===== src/rtl/uart_pkg.sv =====
// Shared definitions for the UART transmit-side blocks: arbiter FSM states,
// the default byte width and an index-width helper usable in parameter lists.
package uart_pkg;

    localparam int UART_DATA_W = 8;

    typedef enum logic [1:0] {
        IDLE      = 2'd0,
        ISSUE     = 2'd1,
        WAIT_BUSY = 2'd2,
        WAIT_DONE = 2'd3
    } uart_arb_state_t;

    // Ceiling log2, evaluated at elaboration time for port and index widths.
    function automatic int clog2(input int value);
        int result;
        result = 0;
        for (int i = 0; i < 31; i++) begin
            if ((1 << i) < value) begin
                result = i + 1;
            end
        end
        return result;
    endfunction

endpackage


===== src/rtl/uart_rr_pick.sv =====
// Combinational round-robin picker: first set bit of i_valid at or after
// i_rr_ptr, wrapping modulo NUM_REQ. Shared by the TX arbiter and the RX dispatcher.
module uart_rr_pick
    import uart_pkg::*;
#(
    parameter int NUM_REQ = 4,
    parameter int IDX_W   = clog2(NUM_REQ)
) (
    input  logic [NUM_REQ-1:0] i_valid,
    input  logic [IDX_W-1:0]   i_rr_ptr,
    output logic [IDX_W-1:0]   o_winner,
    output logic               o_any_valid
);

    logic [2*NUM_REQ-1:0] w_double;
    logic [NUM_REQ-1:0]   w_rotated;
    logic [IDX_W-1:0]     w_offset;
    logic                 w_found;
    logic [IDX_W:0]       w_sum;

    // Rotating the doubled vector puts rr_ptr at bit 0, so a plain lowest-bit
    // priority encode yields the offset from the pointer.
    assign w_double  = {i_valid, i_valid} >> i_rr_ptr;
    assign w_rotated = w_double[NUM_REQ-1:0];

    always_comb begin
        w_offset = '0;
        w_found  = 1'b0;
        for (int i = 0; i < NUM_REQ; i++) begin
            if (!w_found && w_rotated[i]) begin
                w_offset = IDX_W'(i);
                w_found  = 1'b1;
            end
        end
    end

    assign w_sum       = {1'b0, i_rr_ptr} + {1'b0, w_offset};
    assign o_winner    = (w_sum >= (IDX_W+1)'(NUM_REQ)) ? IDX_W'(w_sum - (IDX_W+1)'(NUM_REQ))
                                                         : w_sum[IDX_W-1:0];
    assign o_any_valid = |i_valid;

endmodule


===== src/rtl/uart_tx_arbiter.sv =====
// Round-robin arbiter sharing one UART byte serialiser between NUM_REQ requesters.
// Define UART_ARB_PKT_LOCK_EN to hold the grant on one requester until its req_last byte.
module uart_tx_arbiter
    import uart_pkg::*;
#(
    parameter int NUM_REQ = 4,
    parameter int DATA_W  = UART_DATA_W
) (
    input  logic                      user_clock,
    input  logic                      rst,
    input  logic [NUM_REQ-1:0]        req_valid,
    input  logic [NUM_REQ*DATA_W-1:0] req_data,
    input  logic [NUM_REQ-1:0]        req_last,
    output logic [NUM_REQ-1:0]        req_ready,
    output logic                      tx_start,
    output logic [DATA_W-1:0]         tx_data,
    input  logic                      tx_busy,
    output logic [clog2(NUM_REQ)-1:0] grant_id,
    output logic                      grant_valid
);

    localparam int IDX_W = clog2(NUM_REQ);

    uart_arb_state_t  r_state;
    logic [IDX_W-1:0] r_rr_ptr;

    logic [NUM_REQ-1:0] w_eligible;
    logic [IDX_W-1:0]   w_winner;
    logic               w_any_valid;
    logic               w_accept;
    logic [IDX_W-1:0]   w_next_ptr;

`ifdef UART_ARB_PKT_LOCK_EN
    logic r_locked;
    logic r_last_byte;

    // While locked, rr_ptr holds the owner, so masking to that bit keeps the grant there.
    assign w_eligible = r_locked ? (req_valid & (NUM_REQ'(1) << r_rr_ptr)) : req_valid;
`else
    logic w_unused_last;

    assign w_unused_last = ^req_last;
    assign w_eligible    = req_valid;
`endif

    uart_rr_pick #(
        .NUM_REQ (NUM_REQ),
        .IDX_W   (IDX_W)
    ) u_pick (
        .i_valid     (w_eligible),
        .i_rr_ptr    (r_rr_ptr),
        .o_winner    (w_winner),
        .o_any_valid (w_any_valid)
    );

    assign w_accept   = (r_state == IDLE) && !tx_busy && w_any_valid;
    assign w_next_ptr = (grant_id == IDX_W'(NUM_REQ - 1)) ? '0 : grant_id + IDX_W'(1);

    always_comb begin
        req_ready = '0;
        if (w_accept) begin
            req_ready = NUM_REQ'(1) << w_winner;
        end
    end

    // One byte per grant: latch it, pulse start, then follow the serialiser busy flag.
    always_ff @(posedge user_clock) begin
        if (!rst) begin
            r_state     <= IDLE;
            r_rr_ptr    <= '0;
            tx_start    <= 1'b0;
            tx_data     <= '0;
            grant_id    <= '0;
            grant_valid <= 1'b0;
`ifdef UART_ARB_PKT_LOCK_EN
            r_locked    <= 1'b0;
            r_last_byte <= 1'b0;
`endif
        end else begin
            case (r_state)
                IDLE: begin
                    tx_start <= 1'b0;
                    if (w_accept) begin
                        tx_data     <= req_data[w_winner*DATA_W +: DATA_W];
                        grant_id    <= w_winner;
                        grant_valid <= 1'b1;
                        tx_start    <= 1'b1;
                        r_state     <= ISSUE;
`ifdef UART_ARB_PKT_LOCK_EN
                        r_last_byte <= req_last[w_winner];
                        if (!req_last[w_winner]) begin
                            r_locked <= 1'b1;
                            r_rr_ptr <= w_winner;
                        end
`endif
                    end
                end
                ISSUE: begin
                    tx_start <= 1'b0;
                    r_state  <= WAIT_BUSY;
                end
                WAIT_BUSY: begin
                    if (tx_busy) begin
                        r_state <= WAIT_DONE;
                    end
                end
                WAIT_DONE: begin
                    if (!tx_busy) begin
                        grant_valid <= 1'b0;
                        r_state     <= IDLE;
`ifdef UART_ARB_PKT_LOCK_EN
                        if (r_last_byte) begin
                            r_locked <= 1'b0;
                            r_rr_ptr <= w_next_ptr;
                        end
`else
                        r_rr_ptr <= w_next_ptr;
`endif
                    end
                end
                default: begin
                    r_state <= IDLE;
                end
            endcase
        end
    end

endmodule


===== config.mk =====
export PLATFORM = sky130hd
export DESIGN_NAME = uart_tx_arbiter
export DESIGN_NICKNAME = d
export VERILOG_FILES = /design/src/rtl/uart_pkg.sv /design/src/rtl/uart_rr_pick.sv /design/src/rtl/uart_tx_arbiter.sv
export SDC_FILE = /design/constraint.sdc
export NUM_CORES = 1
export LEC_CHECK = 0
export ABC_AREA = 0
export BUFFER_PORTS_ARGS = -buffer_cell sky130_fd_sc_hd__buf_2
export CORE_ASPECT_RATIO = 0.8
export CORE_UTILIZATION = 40
export DETAILED_ROUTE_END_ITERATION = 10
export PLACE_DENSITY = 0.87
export RECOVER_POWER = 100
export SETUP_SLACK_MARGIN = 0.5
export SLEW_MARGIN = 25
export SYNTH_ARGS = -nofsm -noshare
export SYNTH_HDL_FRONTEND = slang
export SYNTH_HIERARCHICAL = 1
export SYNTH_SLANG_ARGS = --single-unit

===== constraint.sdc =====
create_clock -name user_clock -period 2 [get_ports user_clock]
set_input_delay 0.1 -clock user_clock [delete_from_list [all_inputs] [get_ports user_clock]]
set_output_delay 0.1 -clock user_clock [all_outputs]
set_load 0.005 [all_outputs]

==> results.md <==
- WL per Instance: 17.1 um
- Total CTS buffers: 3
- Placer Congestion: approximately 0.73
- # rows: 16
- CP peak stage delay: 0.39 ns
- Worst EP required: 1.90 ns
- Non-Filler Instances: 228
- # IOs: a little under 60
- Nets: between 200 and 250
- Max_cap viols: 0
- EDFF count, synth: 0
- Failing checks: setup timing
- Share of layout cells above drive strength 1: 0.510
- Tot Pwr: around 1.4 mW
- Syn avg cell area: ~9.7 um^2
- CTS root buffer: clkbuf_4
- Ant diodes: 0
- Synth area leaders: dfxtp_1, mux4_2, mux4_1
- Setup-failing EPs final: 12
- Pre-CTS setup slack: -0.130 ns
- Syn nets: about 170
- Global-route wire length before repair: about 6000 um
- Via count: ~1.2k
- Worst-Skew Late Latency: 0.30 ns
- Clk pwr share: 0.162
- Int Pwr: between 800 and 900 uW
- Share of the synthesized area in the top cell type: 0.283
- Worst ir drop on vdd: approximately 440 uV
- Die area: around 3000 um^2
- RSZ-0062 raised after global routing: yes
- Crit-path leading delay family: simple AND/OR/NAND/NOR gates
- GRT Total Usage: 0.276
- Drc violations: 0
- Vias in the first global route: around 1.3k
- WHS: approximately 0.20 ns
- Leakage power: approximately 0.76 nW
- Switch share: 0.376
- Final Hold Violating Endpoints: 0
- Finished Cell Area: around 1700 um^2
- Post-DP HPWL: approximately 2400 um
- Pwr dens: 792 nW/um^2
- PortBufs: between 50 and 60
- Worst EP arrival: 2.23 ns
- Hold Crit Class: input port to flip-flop
- Core area: about 2600 um^2
- Worst-path cell chain: nor4_2 > a21oi_1 > o211ai_1 > ha_4 > xnor2_4 > xnor2_2 > buf_4 > buf_6 > and3_4 > buf_6
- Fill cells: 208
- Grt ovf: 0
- Register area share after synthesis: 0.283
- H-Tree Level Count: 1
- Final ANT Viol Nets: 0
- Seq cells post-synth: 16
- Most common cell in the netlist: nand2_1
- Logic pwr share: 0.510
- Reg clk slew, reported paths: around 0.1 ns
- Crit path max fanout: 8
- Pin count of the biggest net entering global routing: 19
- Area leader, netlist: dfxtp_1
- Final worst slack: -0.334 ns
- Yosys warnings: 6
- Min Clock Period, post-route: 2.33 ns
- Async S/R FF share, synth: 0
- Sequential Power Share: 0.329
- Relative slew slack: 0.781
- Drt initial violations: 28
- Most used cell, CP: buf_6
- Commonest cells in the netlist: nand2_1, dfxtp_1, o2bb2ai_1, ha_1
- Buf/Inv on CP: 3
- Initial Util: 0.442
- Die Ht: 49.6 um
- Final worst path period share: 1.17
- Primary FF master, synth: dfxtp_1
- Net Sw Power: ~520 uW
- Outcome: complete, but fails checks
- Skew final: ~0.0096 ns
- Slew @ Worst Pin: about 0.33 ns
- Fmax: 0.428 GHz
- Clock sink count: 16
- Post-synthesis cell type count: 33
- Cells after DPL: about 210
- Area delta synth->final: 53.5%
- Cell Area, Synth: around 1100 um^2
- DR vias/cell: 5.47
- Cells after synthesis: about 120
- CTS tree: done
- Clk buf depth: 2
- CP endpoint kind: output port
- Count of pins over their slew limit: 0
- Crit path kind: flip-flop to output port
- Initial antenna violation count: 0
- Pre-antenna DRT Iters: 4
- Worst setup SP type: flip-flop
- Placed Instance Area: ~1500 um^2
- Die Wd: roughly 60 um
- Drt total wl: approximately 3900 um
- Slowest-stage cell, CP: dfxtp_4
## tightest hold or removal path, cell delays in order
cell and delay [ns]:
buf_2 0.20, nand2_1 0.10, o2bb2ai_1 0.06
## stage by stage
step	utilization	TNS [ns]
2_1_floorplan	-	-0.0469
3_3_place_gp	0.598	-0.354
3_5_place_dp	0.598	-0.755
4_1_cts	0.674	-1.84
5_1_grt	0.678	-4.09
6_report	0.678	-2.90
## cell type report
class | instances | area, um^2 | area share
Tap cell | 36 | 45.0 | 0.0259
Timing Repair Buffer | 79 | 478 | 0.275
Sequential cell | 16 | 324 | 0.186
Inverter | 4 | 15.0 | 0.00864
Multi-Input combinational cell | 89 | 840 | 0.483
Clock buffer | 4 | 36.3 | 0.0209
## routing by layer
metal,vias up,global-route usage,wire length [um],part of all wire
li1,581,-,-,-
met1,597,0.282,1320,0.34
met2,50,0.489,2190,0.56
met3,20,0.0709,167,0.043
met4,0,0.159,210,0.054
met5,-,0,0,0
## cells by family (layout without fill, tap and decap cells)
logic type | count (synthesis) | count (layout) | synth area share
AO/OA/AOI/OAI | 24 | 24 | 0.165
XOR/XNOR | 2 | 2 | 0.0155
adder cells (fa/ha/maj) | 6 | 6 | 0.0663
buffers and inverters | 12 | 87 | 0.0586
flip-flops | 16 | 16 | 0.283
multiplexers | 13 | 13 | 0.213
AND/OR/NAND/NOR | 44 | 44 | 0.199
## sequential cells by signal (all words and copies together), names as in the netlist
register	flops
tx_data	8
grant_id	2
r_rr_ptr	2
r_state	2
grant_valid	1
tx_start	1
## cells in the final DEF (no fill, tap or decap), types with 5 or more instances in the layout
| cell type | n |
|---|---|
| buf_2 | 43 |
| mux2i_1 | 5 |
| buf_4 | 18 |
| dfxtp_1 | 15 |
| mux4_2 | 6 |
| ha_1 | 5 |
| nand2_1 | 16 |
| o2bb2ai_1 | 7 |
| clkbuf_1 | 9 |
| buf_6 | 8 |
## power by group through the flow
stage | Combinational [mW] | Clock (mW) | Sequential (mW)
after floorplan | 0.380 | 0 | 0.451
after global placement | 0.547 | 0 | 0.448
after detailed placement | 0.581 | 0 | 0.454
after CTS | 0.678 | 0.222 | 0.446
after global routing | 0.756 | 0.239 | 0.463
final | 0.701 | 0.222 | 0.452
## path summary, 6_finish.rpt
| path | from | to | slack, ns | depth (start not counted) |
|---|---|---|---|---|
| worst max register to register | r_rr_ptr[0] | tx_data[6] | -0.29 | 11 |
| worst min-delay path | rst | tx_data[5] | 0.20 | 3 |
| worst min register to register | tx_data[3] | tx_data[3] | 0.46 | 2 |
| worst max-delay path | r_rr_ptr[0] | req_ready[3] | -0.33 | 10 |
## what timing repair did
| action | in CTS | in global routing |
|---|---|---|
| hold buffers | 0 | 0 |
| endpoints found under the setup margin | 14 | 14 |
| gates resized for setup | 23 | 4 |
| buffers inserted | 10 | 0 |
| pin swaps | 9 | 1 |
Note: power is estimated with default switching activity, not from simulation.
